## src/rtl/hex_digit_counter_if.sv

```systemverilog
// Control and count bus of hex_digit_counter: run/direction/load in, digit codes and pulses out.
// master drives the controls, slave (the counter) drives the count.
interface hex_digit_counter_if #(
    parameter int DIGITS = 4
);
    logic                  Run;
    logic                  Up;
    logic                  Load;
    logic [4*DIGITS-1:0]   LoadVal;
    logic [4*DIGITS-1:0]   Digits;
    logic                  Step;
    logic                  Wrap;

    modport master (
        output Run, Up, Load, LoadVal,
        input  Digits, Step, Wrap
    );

    modport slave (
        input  Run, Up, Load, LoadVal,
        output Digits, Step, Wrap
    );
endinterface

```

## src/rtl/hex_digit_counter.sv

```systemverilog
// Multi-digit up/down counter with prescaler producing 4-bit digit codes for Hex7seg decoders.
// Define HEXCNT_BCD_EN for decimal digits (0..9, loads clamped to 9); default is hex digits (0..F).
module hex_digit_counter #(
    parameter int DIGITS   = 4,
    parameter int TICK_DIV = 50_000_000
) (
    input logic                Clock,
    input logic                Resetn,
    hex_digit_counter_if.slave bus
);
    localparam int W  = 4 * DIGITS;
    localparam int PW = (TICK_DIV > 1) ? $clog2(TICK_DIV) : 1;
    localparam logic [PW-1:0] PRE_LAST = PW'(TICK_DIV - 1);
`ifdef HEXCNT_BCD_EN
    localparam logic [3:0] DIGIT_MAX = 4'd9;
`else
    localparam logic [3:0] DIGIT_MAX = 4'hF;
`endif

    function automatic logic [W-1:0] load_digits(input logic [W-1:0] value);
        logic [W-1:0] result;
        result = value;
`ifdef HEXCNT_BCD_EN
        for (int i = 0; i < DIGITS; i++) begin
            if (value[4*i +: 4] > DIGIT_MAX) result[4*i +: 4] = DIGIT_MAX;
        end
`endif
        return result;
    endfunction

    logic [PW-1:0] prescale;
    logic [W-1:0]  digits_q;
    logic          step_q;
    logic          wrap_q;

    logic [W-1:0]  next_digits;
    logic [3:0]    digit;
    logic          carry;
    logic          step_now;

    assign step_now = bus.Run && (prescale == PRE_LAST) && !bus.Load;

    // Single-edge ripple: carry/borrow walks up from digit 0; surviving the top digit means a full roll-over.
    always_comb begin
        next_digits = digits_q;
        digit       = '0;
        carry       = 1'b1;
        for (int i = 0; i < DIGITS; i++) begin
            digit = digits_q[4*i +: 4];
            if (carry) begin
                if (bus.Up) begin
                    if (digit == DIGIT_MAX) begin
                        next_digits[4*i +: 4] = 4'd0;
                    end else begin
                        next_digits[4*i +: 4] = digit + 4'd1;
                        carry = 1'b0;
                    end
                end else begin
                    if (digit == 4'd0) begin
                        next_digits[4*i +: 4] = DIGIT_MAX;
                    end else begin
                        next_digits[4*i +: 4] = digit - 4'd1;
                        carry = 1'b0;
                    end
                end
            end
        end
    end

    always_ff @(posedge Clock) begin
        if (!Resetn) begin
            prescale <= '0;
            digits_q <= '0;
            step_q   <= 1'b0;
            wrap_q   <= 1'b0;
        end else if (bus.Load) begin
            prescale <= '0;
            digits_q <= load_digits(bus.LoadVal);
            step_q   <= 1'b0;
            wrap_q   <= 1'b0;
        end else begin
            step_q <= step_now;
            wrap_q <= step_now && carry;
            // Run low freezes the prescaler in place so a paused period resumes where it left off.
            if (bus.Run) begin
                prescale <= (prescale == PRE_LAST) ? '0 : prescale + PW'(1);
            end
            if (step_now) begin
                digits_q <= next_digits;
            end
        end
    end

    assign bus.Digits = digits_q;
    assign bus.Step   = step_q;
    assign bus.Wrap   = wrap_q;
endmodule

```

## src/flat_wrapper.sv

```systemverilog
// flat-port wrapper written by rule: the top's interface ports become plain ports
module hex_digit_counter_flat 
#(
    parameter int DIGITS   = 4,
    parameter int TICK_DIV = 50_000_000
)
  (Clock, Resetn, bus_Run, bus_Up, bus_Load, bus_LoadVal, bus_Digits, bus_Step, bus_Wrap);
  hex_digit_counter_if #(.DIGITS(DIGITS)) bus_i ();
  input logic Clock;
  input logic Resetn;
  input wire logic [$bits(bus_i.Run)-1:0] bus_Run;
  input wire logic [$bits(bus_i.Up)-1:0] bus_Up;
  input wire logic [$bits(bus_i.Load)-1:0] bus_Load;
  input wire logic [$bits(bus_i.LoadVal)-1:0] bus_LoadVal;
  output wire logic [$bits(bus_i.Digits)-1:0] bus_Digits;
  output wire logic [$bits(bus_i.Step)-1:0] bus_Step;
  output wire logic [$bits(bus_i.Wrap)-1:0] bus_Wrap;
  assign bus_i.Run = bus_Run;
  assign bus_i.Up = bus_Up;
  assign bus_i.Load = bus_Load;
  assign bus_i.LoadVal = bus_LoadVal;
  assign bus_Digits = bus_i.Digits;
  assign bus_Step = bus_i.Step;
  assign bus_Wrap = bus_i.Wrap;
  hex_digit_counter #(.DIGITS(DIGITS), .TICK_DIV(TICK_DIV)) u_core (.Clock(Clock), .Resetn(Resetn), .bus(bus_i));
endmodule
```

## config.mk

```make
export PLATFORM = sky130hd
export DESIGN_NAME = hex_digit_counter_flat
export DESIGN_NICKNAME = d
export VERILOG_FILES = /design/src/rtl/hex_digit_counter_if.sv /design/src/rtl/hex_digit_counter.sv /design/src/flat_wrapper.sv
export SDC_FILE = /design/constraint.sdc
export NUM_CORES = 1
export LEC_CHECK = 0
export CAP_MARGIN = 20
export CELL_PAD_IN_SITES_DETAIL_PLACEMENT = 0
export CELL_PAD_IN_SITES_GLOBAL_PLACEMENT = 1
export CORE_MARGIN = 4
export CORE_UTILIZATION = 40
export CTS_CLUSTER_DIAMETER = 40
export DETAILED_ROUTE_END_ITERATION = 7
export PLACE_DENSITY_LB_ADDON = 0.3
export SLEW_MARGIN = 20
export SYNTH_ARGS = -nofsm -noshare
export SYNTH_HDL_FRONTEND = slang
export SYNTH_SLANG_ARGS = --single-unit
```

## constraint.sdc

```tcl
create_clock -name Clock -period 2.9 [get_ports Clock]
set_clock_uncertainty 0.1 [all_clocks]
set_input_delay 0.435 -clock Clock [delete_from_list [all_inputs] [get_ports Clock]]
set_output_delay 0.435 -clock Clock [all_outputs]
set_load 0.01 [all_outputs]
```

# After elaboration in Yosys (flattened, before gate mapping)
# Cells that the tools add are included.
op_classes:
  mux: 33
  n_reduce_logical: 16
  n_addsub: 9
  bitwise: 1
  eq_ne: 5
ops:
  columns: ["operator", "n"]
  rows:
  - ["4-bit two-way mux", 15]
  - ["16-bit two-way mux", 2]
  - ["26-bit by 1-bit adder with 26-bit output (second input constant)", 1]
  - ["26-bit equality test (second input constant)", 1]
  - ["26-bit two-way mux", 1]
  - ["4-bit by 1-bit adder with 4-bit output (second input constant)", 4]
  - ["4-bit equality test (second input constant)", 4]
  - ["4-bit zero test", 4]
  - ["4-bit by 1-bit subtractor with 4-bit output (second input constant)", 4]
  - ["1-bit two-way mux", 15]
  - ["2-bit nonzero test", 4]
  - ["2-bit AND reduction", 3]
  - ["1-bit logical AND", 3]
  - ["2-bit OR reduction", 1]
  - ["1-bit zero test", 1]
  - ["1-bit inverter", 1]
totals:
  register_bits: 44
  elab_cells: 71
  inputBits: 21
  output_inout_bits: 18

# Logic depth before layout (Yosys ltp)
# Gate-level depths: netlist of the first run.
depth:
  depth_word: 8
  depth_mapped: 8

# Worst setup path after synthesis of the first run
# OpenSTA, ideal clock, no wires.
synth_path:
  kind: "register to register"
  from: "reg u_core.digits_q[0] (netlist: u_core.bus.Digits[0])"
  to: "reg u_core.digits_q[12] (netlist: u_core.bus.Digits[12])"
  n_path_buf: 1
  arrival_ps: 2232
  stages_incl_launch_ff: 9
  slack_ps: 432
  t_required_ps: 2663
  cell_sequence: "dfxtp_1 inv_1 ha_1 or4b_4 a22o_4 or4_1 buf_2 nor4_2 a311oi_1"
synth_via:
  elab_chain_cells: 7
  elab_cells_between_ends: 9
  classes_between: "eq/ne: 1; mux: 5; reduce/logical: 3"
synth_lines:
  columns: ["item", "line_no", "rtl"]
  rows:
  - ["start: declaration", "hex_digit_counter.sv:32", "logic [W-1:0] digits_q;"]
  - ["start signal: assignment", "hex_digit_counter.sv:78", "digits_q <= load_digits(bus.LoadVal);"]
  - ["start signal: assignment", "hex_digit_counter.sv:89", "digits_q <= next_digits;"]
  - ["4-bit equality test or 4-bit zero test (tied branches)", "hex_digit_counter.sv:52, hex_digit_counter.sv:59", null]
  - ["1-bit two-way mux, on equally long branches", "hex_digit_counter.sv:52, hex_digit_counter.sv:59", null]
  - ["1-bit two-way mux *", "hex_digit_counter.sv:51", "if (bus.Up) begin"]
  - ["1-bit two-way mux * (2 in a row)", "hex_digit_counter.sv:50", "if (carry) begin"]
  - ["2-bit nonzero test (no source line) *", null, null]
  - ["2-bit AND reduction (no source line) *", null, null]
# Mark *: on every way between the ends. The rest lies on a longest branch, timed or not.
# A chain may end at the register's enable or synchronous reset.

# Worst setup path after layout of the first run
layout_path:
  from: "reg u_core.digits_q[1] (netlist: u_core.bus.Digits[1])"
  to: "reg u_core.digits_q[12] (netlist: u_core.bus.Digits[12])"
# Same word-level chain as after synthesis.

==> metrics.md, run 1 <==
| Metric | Value |
|---|---|
| Reg2reg path depth | 7 |
| Xor and xnor fraction of the mapped netlist area | 11.0% |
| Req. time, crit path | 2990 ps |
| Sequential-to-total area share from yosys stat | 33.5% |
| Slew Limit Fails | 0 |
| Gr ovfl total | 0 |
| Startpoint types | flip-flop |
| Hold Buf Count CTS | 0 |
| Most frequent cells in the layout | 44 x dfxtp_1, 38 x nor2_1, 38 x clkdlybuf4s50_1, 20 x xnor2_1, 20 x o21ai_0 |
| Initial Util | 41.2% |
| Post-Synth Adder-Cell Area | 4.28% |
| Maximum vdd drop | 0.305 mV |
| R2r startpoint | u_core.bus.Digits[1]$_SDFFE_PN0P_ |
| Hold Crit Class | reg2reg |
| Status | complete, no violations |
| Clock slew at reported path FFs | 90 ps |
| CP Max Fanout | 7 |
| Final Routed Wirelength | 6070 um |
| Max Fclk | 383 MHz |
| Antenna violations before repair | 0 |
| Multiplexer share of the synthesized area | 3.09% |
| Largest net degree at the start of global routing | 25 |
| Hold_ws | 431 ps |
| Register Area | 881 um2 |
| Die Wd | 89.1 um |
| Synth async-reset ratio | 0% |
| Final setup violation count | 0 |
| Drt first-iter violations | 103 |
| TritonCTS clock tree | done |
| Post-Syn Instances | 319 |
| Pwr Density | 419 nW/um2 |
| Post-route clock period utilization | 90.0% |
| Vias | 2378 |
| Core Box Area | 6390 um2 |
| Critical path class | reg2reg |
| CTS Buf Count | 5 |
| EDFF count, synth | 0 |
| H-tree Lvls | 2 |
| Wire length per cell | 14.0 um |
| Full die area | 7940 um2 |
| Multi-input logic area | 1590 um2 |
| Setup TNS | 0 ps |
| Syn-to-layout area delta | 22.7% |
| Num rows | 29 |
| Power, Total | 1350 uW |
| IO Pins | 39 |
| Fillers | 646 |
| Syn Nets | 349 |
| Clock Tree Buf Depth | 2 |
| Resized Gates After CTS | 0 |
| Main combinational cell family by area after synthesis | simple AND/OR/NAND/NOR gates |
| Lkg Pwr | 0.00110 uW |
| First-pass GRT wire length | 10200 um |
| Worst Hold Path EP | u_core.prescale[25]$_SDFFE_PP0P_ |
| GR Util All Layers | 16.2% |
| Remaining DRCs | 0 |
| Slew headroom | 68.3% |
| Number of global-route vias before repair | 2225 |
| GPL Wtd Cong | 0.806 |
| Root buffer cell | clkbuf_8 |
| Minimum clock period | 2610 ps |
| Slack of the worst reg-to-reg path | 290 ps |
| Die height | 89.1 um |
| Share of layout cells above drive strength 1 | 9.22% |
| RSZ-0062 raised after global routing | no |
| Design area | 3230 um2 |
| Port-buffer cells | 38 |
| Top_reg_cell synth | dfxtp_1 |
| Placed cell area | 3110 um2 |
| Post-CTS Setup Repair Bufs | 0 |
| #FFs+latches synth | 44 |
| Synth Warn # | 0 |
| Final Hold Fails | 0 |
| Crit. End Element | flip-flop |
| Syn_area_per_cell | 8.25 um2 |
| Simple logic cell fraction of the synthesized area | 25.4% |
| Reg-to-Reg End | u_core.bus.Digits[12]$_SDFFE_PN0P_ |
| Nets | 387 |
| Vias/cell | 5.47 |
| Least-Margin Pin Slew | 469 ps |
| Count of different cell masters after synthesis | 55 |
| Most common cell after layout, fill and taps aside | dfxtp_1 |
| Clock sinks | 44 |
| Hold Crit Depth | 2 |
| Syn Std Cell Area | 2630 um2 |
| Worst-skew pair later-pin latency | 310 ps |
| Compound-cell area share of the yosys netlist | 16.6% |
| Arrival @ worst endpoint | 2700 ps |
| Diodes inserted | 0 |
| Hold Path Origin | u_core.prescale[25]$_SDFFE_PP0P_ |
| DP Wirelength | 4320 um |
| MaxCap Viol Count | 0 |
| Post-route ant nets | 0 |
| First-pass iteration count of the detailed router | 4 |
-- worst max-delay path, cell delays in order, from the launching register on --
cell,delay (ps)
dfxtp_1,380
inv_1,100
ha_1,220
or4b_4,490
a22o_4,290
or4_1,550
nor4_2,280
a311oi_1,70
-- power breakdown --
group	switching, uW	total [uW]	internal [uW]	leakage [uW]
logic	92.2	208	115	0.000686
clock network	236	496	260	0.0000583
registers	31.0	651	620	0.000358
-- cell type report --
class                      instances  share of cell area (%)
sequential                        44                    27.3
clock inverter                     3                    1.47
tap                               77                    2.98
clock buffer                       5                    2.13
inverter                          15                    1.74
timing repair buffer              51                    15.2
multi-input combinational        240                    49.2
-- per-layer routing --
layer	wire length, um	up-vias	track usage [%]	share of wire, %
met4	98	0	6.09	1.6
li1	-	1222	-	-
met3	291	9	2.95	4.8
met2	3010	46	29.3	50
met5	0	-	0	0
met1	2670	1101	18.9	44
-- per-stage QoR --
step | worst slack (ps) | util [%] | cells
after floorplan | 432 | - | 319
after global placement | 28.4 | 48.7 | 427
after detailed placement | -3.00 | 48.7 | 427
after CTS | 279 | 50.6 | 435
after global routing | 150 | 50.6 | 435
final | 291 | 50.6 | 435
-- kinds of logic (layout without fill, tap and decap cells) --
family                     after synthesis  count (layout)
and+or+nand+nor                        124             124
AOI/OAI and AO/OA                       66              66
DFF                                     44              44
buffers and inverters                   35              74
xor gates and xnor gates                33              33
adders and majority gates                9               9
muxes                                    8               8
-- cells in the mapped netlist, types with 3 or more instances --
cell type   n  area, um2
dfxtp_1    44        881
nor2_1     38        143
o21ai_0    20        100
xnor2_1    20        175
a21oi_1    16       80.1
inv_1      15       56.3
nand3_1    15       75.1
nor3_1     13       65.1
xor2_1     13        114
nand2_1    12       45.0
nand4_1    12       75.1
clkbuf_1   10       37.5
ha_1        9        113
mux2i_1     7       70.1
nor4_1      6       37.5
and3_1      5       31.3
buf_2       5       25.0
a31oi_1     4       25.0
a311oi_1    3       26.3
and4_1      3       26.3
nor4bb_1    3       30.0
o21bai_1    3       22.5
-- registers in the layout, indices dropped and copies added, names as in the netlist --
register / flops
u_core.bus.Digits: 16
u_core.prescale: 26
u_core.bus.Step: 1
u_core.bus.Wrap: 1
-- how the worst max path moves through the flow --
| stage | start | to | slack (ps) | depth (start not counted) |
|---|---|---|---|---|
| detailed placement | bus_Up | u_core.bus.Digits[12]$_SDFFE_PN0P_ | -3 | 6 |
| global route | bus_Up | u_core.bus.Digits[12]$_SDFFE_PN0P_ | 150 | 7 |
| CTS | u_core.bus.Digits[1]$_SDFFE_PN0P_ | u_core.bus.Digits[12]$_SDFFE_PN0P_ | 280 | 7 |
| global placement | bus_Up | u_core.bus.Digits[12]$_SDFFE_PN0P_ | 30 | 6 |
| floorplan | u_core.bus.Digits[0]$_SDFFE_PN0P_ | u_core.bus.Digits[12]$_SDFFE_PN0P_ | 430 | 8 |
| finish | u_core.bus.Digits[1]$_SDFFE_PN0P_ | u_core.bus.Digits[12]$_SDFFE_PN0P_ | 290 | 7 |
Power figures use the tool's default switching activity.
==> run 2: changes to the inputs <==
- CORE_MARGIN: 4 -> default
==> run 2 against run 1 <==
  * Final area fell by 0.93%
  * Setup slack got worse by 29 ps
  * Critical endpoint unchanged
  * Critical path depth unchanged
==> metrics.md, run 2 (same netlist as run 1, synthesis figures left out) <==
| Metric | Value |
|---|---|
| Req. time, crit path | 2980 ps (was 2990 ps) |
| Share of layout cells above drive strength 1 | 8.68% (was 9.22%) |
| Placement Setup Slack | -15.6 ps (was -3.00 ps) |
| Clock Tree Buf Depth | 2 (unchanged) |
| Hold Crit Class | reg2reg (unchanged) |
| Die height | 83.1 um (was 89.1 um) |
| Worst-skew pair later-pin latency | 300 ps (was 310 ps) |
| Slew Limit Fails | 0 (unchanged) |
| Final Hold Fails | 0 (unchanged) |
| First-pass GRT wire length | 10300 um (was 10200 um) |
| Final setup margin | 262 ps (was 291 ps) |
| CP Max Fanout | 8 (was 7) |
| Diodes inserted | 0 (unchanged) |
| Full die area | 6910 um2 (was 7940 um2) |
| Clock slew at reported path FFs | 80 ps (was 90 ps) |
| Vias | 2380 (was 2378) |
| Antenna violations before repair | 0 (unchanged) |
| Most frequent cells in the layout | 44 x dfxtp_1, 38 x nor2_1, 38 x clkdlybuf4s50_1, 20 x xnor2_1, 20 x o21ai_0 (unchanged) |
| First-pass iteration count of the detailed router | 4 (unchanged) |
| Port-buffer cells | 38 (unchanged) |
| Crit. End Element | flip-flop (unchanged) |
| RSZ-0062 raised after global routing | no (unchanged) |
| Largest net degree at the start of global routing | 25 (unchanged) |
| Syn-to-layout area delta | 21.6% (was 22.7%) |
| Resized Gates After CTS | 0 (unchanged) |
| Core Box Area | 6350 um2 (was 6390 um2) |
| Max Fclk | 379 MHz (was 383 MHz) |
| Post-route ant nets | 0 (unchanged) |
| Root buffer cell | clkbuf_8 (unchanged) |
| Least-Margin Pin Slew | 473 ps (was 469 ps) |
| Slew headroom | 68.0% (was 68.3%) |
| Clock sinks | 44 (unchanged) |
| TritonCTS clock tree | done (unchanged) |
| Pwr Density | 394 nW/um2 (was 419 nW/um2) |
| Remaining DRCs | 0 (unchanged) |
| Nets | 386 (was 387) |
| Vias/cell | 5.48 (was 5.47) |
| Hold Buf Count CTS | 0 (unchanged) |
| Arrival @ worst endpoint | 2720 ps (was 2700 ps) |
| Placed cell area | 3110 um2 (about the same) |
| IO Pins | 39 (unchanged) |
| Most flop-heavy register | u_core.prescale (unchanged) |
| Design area | 3200 um2 (was 3230 um2) |
| Most common cell after layout, fill and taps aside | dfxtp_1 (unchanged) |
| Die Wd | 83.1 um (was 89.1 um) |
| DP Wirelength | 4360 um (was 4320 um) |
| Lkg Pwr | 0.00108 uW (was 0.00110 uW) |
| H-tree Lvls | 2 (unchanged) |
| Startpoint types | flip-flop (unchanged) |
| Drt first-iter violations | 115 (was 103) |
| Wire length per cell | 13.9 um (was 14.0 um) |
| Minimum clock period | 2640 ps (was 2610 ps) |
| Critical path class | reg2reg (unchanged) |
| Initial Util | 41.4% (was 41.2%) |
| Number of global-route vias before repair | 2224 (was 2225) |
| Gr ovfl total | 0 (unchanged) |
| GR Util All Layers | 18.0% (was 16.2%) |
| Post-CTS Setup Repair Bufs | 0 (unchanged) |
| Post-route clock period utilization | 91.0% (was 90.0%) |
| MaxCap Viol Count | 0 (unchanged) |
| Status | complete, no violations (unchanged) |
| Final setup violation count | 0 (unchanged) |
| Final Routed Wirelength | 6030 um (was 6070 um) |
| CTS Buf Count | 5 (unchanged) |
| Largest register FFs | 26 (unchanged) |
| GPL Wtd Cong | 0.834 (was 0.806) |
| Maximum vdd drop | 0.186 mV (was 0.305 mV) |
| Num rows | 29 (unchanged) |
## run 2: through the flow
stage	hold WS (ps)	util, %	TNS, ps	total power [uW]	std cells
2_1_floorplan	372	-	0	783	319
3_3_place_gp	402	48.9	0	870	426
3_5_place_dp	402	48.9	-15.6	872	426
4_1_cts	428	50.4	0	1280	434
5_1_grt	454	50.4	0	1330	434
6_report	423	50.4	0	1260	434
## run 2: cell type report
class / instances / area, um2
fillers: 613 / 3150
multi-input cells: 240 / 1590
flip-flops and latches: 44 / 881
repair buffers: 50 / 483
well taps: 77 / 96.3
clock buffers: 7 / 86.3
inverters: 15 / 56.3
clock inverters: 1 / 7.51
## run 2: metal layers
metal	vias up	share of wire [%]	global-route usage, %
li1	1225	-	-
met1	1101	46	22.9
met2	46	48	29.9
met3	8	4.5	3.38
met4	0	1.7	7.37
met5	-	0	0
## run 2: worst max-delay path, stage by stage, from the launching register on
cell and delay, ps:
dfxtp_1 390, inv_1 130, ha_1 210, or4b_4 490, a22o_4 300, or4_1 550, nor4_2 300, a311oi_1 70
## run 2: path summary, 6_finish.rpt
check / slack [ps] / to / cells after the start / start
max: 260 / u_core.bus.Digits[12]$_SDFFE_PN0P_ / 7 / u_core.bus.Digits[0]$_SDFFE_PN0P_
min: 420 / u_core.prescale[15]$_SDFFE_PP0P_ / 2 / u_core.prescale[15]$_SDFFE_PP0P_
max reg2reg: 260 / u_core.bus.Digits[12]$_SDFFE_PN0P_ / 7 / u_core.bus.Digits[0]$_SDFFE_PN0P_
min reg2reg: 420 / u_core.prescale[15]$_SDFFE_PP0P_ / 2 / u_core.prescale[15]$_SDFFE_PP0P_
## run 2: power by group
group / leakage, uW / switching, uW / internal [uW] / total, uW
combinational: 0.000681 / 92.1 / 113 / 205
clock: 0.0000445 / 209 / 194 / 402
sequential: 0.000358 / 32.1 / 620 / 652
total: 0.00108 / 333 / 927 / 1260
==> run 3: changes to the inputs <==
--- a/config.mk
+++ b/config.mk
@@ -12,5 +12,7 @@
 export CTS_CLUSTER_DIAMETER = 40
 export DETAILED_ROUTE_END_ITERATION = 7
+export DONT_BUFFER_PORTS = 1
 export PLACE_DENSITY_LB_ADDON = 0.3
+export SETUP_SLACK_MARGIN = 0.05
 export SLEW_MARGIN = 20
 export SYNTH_ARGS = -nofsm -noshare
--- a/constraint.sdc
+++ b/constraint.sdc
@@ -3,3 +3,3 @@
 set_input_delay 0.435 -clock Clock [delete_from_list [all_inputs] [get_ports Clock]]
 set_output_delay 0.435 -clock Clock [all_outputs]
-set_load 0.01 [all_outputs]
+set_load 0.02 [all_outputs]
==> run 3 against run 2 <==
  * Power is 4.1% higher
  * Maximum frequency is 5.2% higher
  * Final area is 11% lower
  * Critical path depth stayed put
  * Largest cell class unchanged
  * Largest power group unchanged
==> metrics.md, run 3 (same netlist as run 1, synthesis figures left out) <==
| Metric | Value |
|---|---|
| Status | complete, no violations (unchanged) |
| Final setup violation count | 0 (unchanged) |
| Post-CTS Setup Repair Bufs | 0 (unchanged) |
| RSZ-0062 raised after global routing | no (unchanged) |
| Hold Crit Depth | 2 (unchanged) |
| GPL Wtd Cong | 0.900 (was 0.834) |
| Critical path buffer and inverter count | 1 (unchanged) |
| Die height | 83.1 um (unchanged) |
| Worst-skew pair later-pin latency | 300 ps (about the same) |
| IO Pins | 39 (unchanged) |
| Register Area | 881 um2 (unchanged) |
| Port-buffer cells | 0 (was 38) |
| Largest register FFs | 26 (unchanged) |
| TritonCTS clock tree | done (unchanged) |
| Core Box Area | 6350 um2 (unchanged) |
| M1 GR Usage | 22.3% (was 22.9%) |
| Num rows | 29 (unchanged) |
| First-pass GRT wire length | 10000 um (was 10300 um) |
| Number of global-route vias before repair | 2137 (was 2224) |
| Initial Util | 41.4% (unchanged) |
| Core Util, Final | 44.7% (was 50.4%) |
| MaxCap Viol Count | 0 (unchanged) |
| Clock slew at reported path FFs | 90 ps (was 80 ps) |
| GR Util met2 | 29.7% (was 29.9%) |
| Die Wd | 83.1 um (unchanged) |
| Max Fclk | 399 MHz (was 379 MHz) |
| Grt peak-use layer | met2 (unchanged) |
| Most frequent cells in the layout | 44 x dfxtp_1, 38 x nor2_1, 20 x xnor2_1, 20 x o21ai_0, 16 x a21oi_1 (was 44 x dfxtp_1, 38 x nor2_1, 38 x clkdlybuf4s50_1, 20 x xnor2_1, 20 x o21ai_0) |
| Clock Tree Buf Depth | 2 (unchanged) |
| Critical Path Stages | 7 (unchanged) |
| Clock sinks | 44 (unchanged) |
| Final Routed Wirelength | 5940 um (was 6030 um) |
| Reg2reg path depth | 7 (unchanged) |
| Minimum clock period | 2510 ps (was 2640 ps) |
| Syn-to-layout area delta | 7.99% (was 21.6%) |
| Least-Margin Pin Slew | 573 ps (was 473 ps) |
| Nets | 349 (was 386) |
| Startpoint types | flip-flop (unchanged) |
| H-tree Lvls | 2 (unchanged) |
| Most flop-heavy register | u_core.prescale (unchanged) |
| Diodes inserted | 0 (unchanged) |
| Hold Crit Class | in2reg (was reg2reg) |
| Vias | 2199 (was 2380) |
| Gr ovfl total | 0 (unchanged) |
| CP peak stage delay | 550 ps (about the same) |
| Setup TNS | 0 ps (unchanged) |
| Slew headroom | 61.5% (was 68.0%) |
| Critical path class | reg2reg (unchanged) |
| DP Wirelength | 4150 um (was 4360 um) |
| Multi-input logic area | 1590 um2 (unchanged) |
| Remaining DRCs | 0 (unchanged) |
| Resized Gates After CTS | 0 (unchanged) |
| Most common cell after layout, fill and taps aside | dfxtp_1 (unchanged) |
| GR Layer Usage met3 | 5.47% (was 3.38%) |
| Slew Limit Fails | 0 (unchanged) |
| Post-route clock period utilization | 86.5% (was 91.0%) |
| Delay-heaviest family, CP | simple AND/OR/NAND/NOR gates (unchanged) |
| CP Max Fanout | 7 (was 8) |
| Lkg Pwr | 0.000959 uW (was 0.00108 uW) |
| GR Util All Layers | 17.8% (was 18.0%) |
| CTS Buf Count | 5 (unchanged) |
| Fillers | 617 (was 613) |
| Final Hold Fails | 0 (unchanged) |
| Drt first-iter violations | 188 (was 115) |
| Antenna violations before repair | 0 (unchanged) |
| Wire length per cell | 15.0 um (was 13.9 um) |
| Largest net degree at the start of global routing | 30 (was 25) |
| Worst-path cell chain | inv_1, ha_1, or4b_4, a22o_4, or4_1, nor4_2, a311oi_1 (unchanged) |
| Arrival @ worst endpoint | 2590 ps (was 2720 ps) |
| Root buffer cell | clkbuf_8 (unchanged) |
| Post-route ant nets | 0 (unchanged) |
| Full die area | 6910 um2 (unchanged) |
| Share of layout cells above drive strength 1 | 10.3% (was 8.68%) |
| Maximum vdd drop | 0.216 mV (was 0.186 mV) |
| Pwr Density | 461 nW/um2 (was 394 nW/um2) |
| Crit. End Element | flip-flop (unchanged) |
| First-pass iteration count of the detailed router | 4 (unchanged) |
| Critical path's slowest cell | or4_1 (unchanged) |
| Hold Buf Count CTS | 0 (unchanged) |
| Req. time, crit path | 2990 ps (was 2980 ps) |
| Vias/cell | 5.54 (was 5.48) |
run 3: cell types whose count changed in the layout (fill, tap and decap cells not counted), sizes merged:
| cell | change |
|---|---|
| clkinv | +1 |
| clkinvlp | -1 |
| buf | +1 |
| clkbuf | -1 |
| clkdlybuf4s50 | -38 |
| bufinv | +1 |
run 3: report_power, final:
part / total (uW) / internal, uW / leakage, uW / switching [uW]
clock: 506 / 282 / 0.0000614 / 225
sequential: 650 / 620 / 0.000358 / 30.5
combinational: 154 / 70.4 / 0.000539 / 83.9
total: 1310 / 972 / 0.000959 / 339
run 3: final timing paths:
check / start / to / slack [ps]
max: u_core.bus.Digits[0]$_SDFFE_PN0P_ / u_core.bus.Digits[12]$_SDFFE_PN0P_ / 390
min reg2reg: u_core.prescale[25]$_SDFFE_PP0P_ / u_core.prescale[25]$_SDFFE_PP0P_ / 430
min: Resetn / u_core.bus.Digits[9]$_SDFFE_PN0P_ / 140
max reg2reg: u_core.bus.Digits[0]$_SDFFE_PN0P_ / u_core.bus.Digits[12]$_SDFFE_PN0P_ / 390
run 3: layer usage:
layer / wire length [um] / vias to the layer above
met3: 235 / 5
li1: - / 1152
met5: 0 / -
met4: 57 / 0
met2: 2820 / 35
met1: 2830 / 1007
run 3: cell type report:
class                   count  share of cell area, %
flip-flops and latches     44                   31.0
clock inverters             2                   1.37
repair buffers             13                   3.43
clock buffers               6                   2.91
inverters                  15                   1.98
multi-input cells         240                   55.9
well taps                  77                   3.39
run 3: through the flow:
step                power [uW]  instances  area, um2  worst slack (ps)  hold WS (ps)
finish                    1310        397       2840               392           135
global route              1380        397       2840               260           136
CTS                       1330        397       2840               392           133
detailed placement         819        389       2720               401           410
global placement           819        389       2720               453           403
floorplan                  794        319       2630               379           372
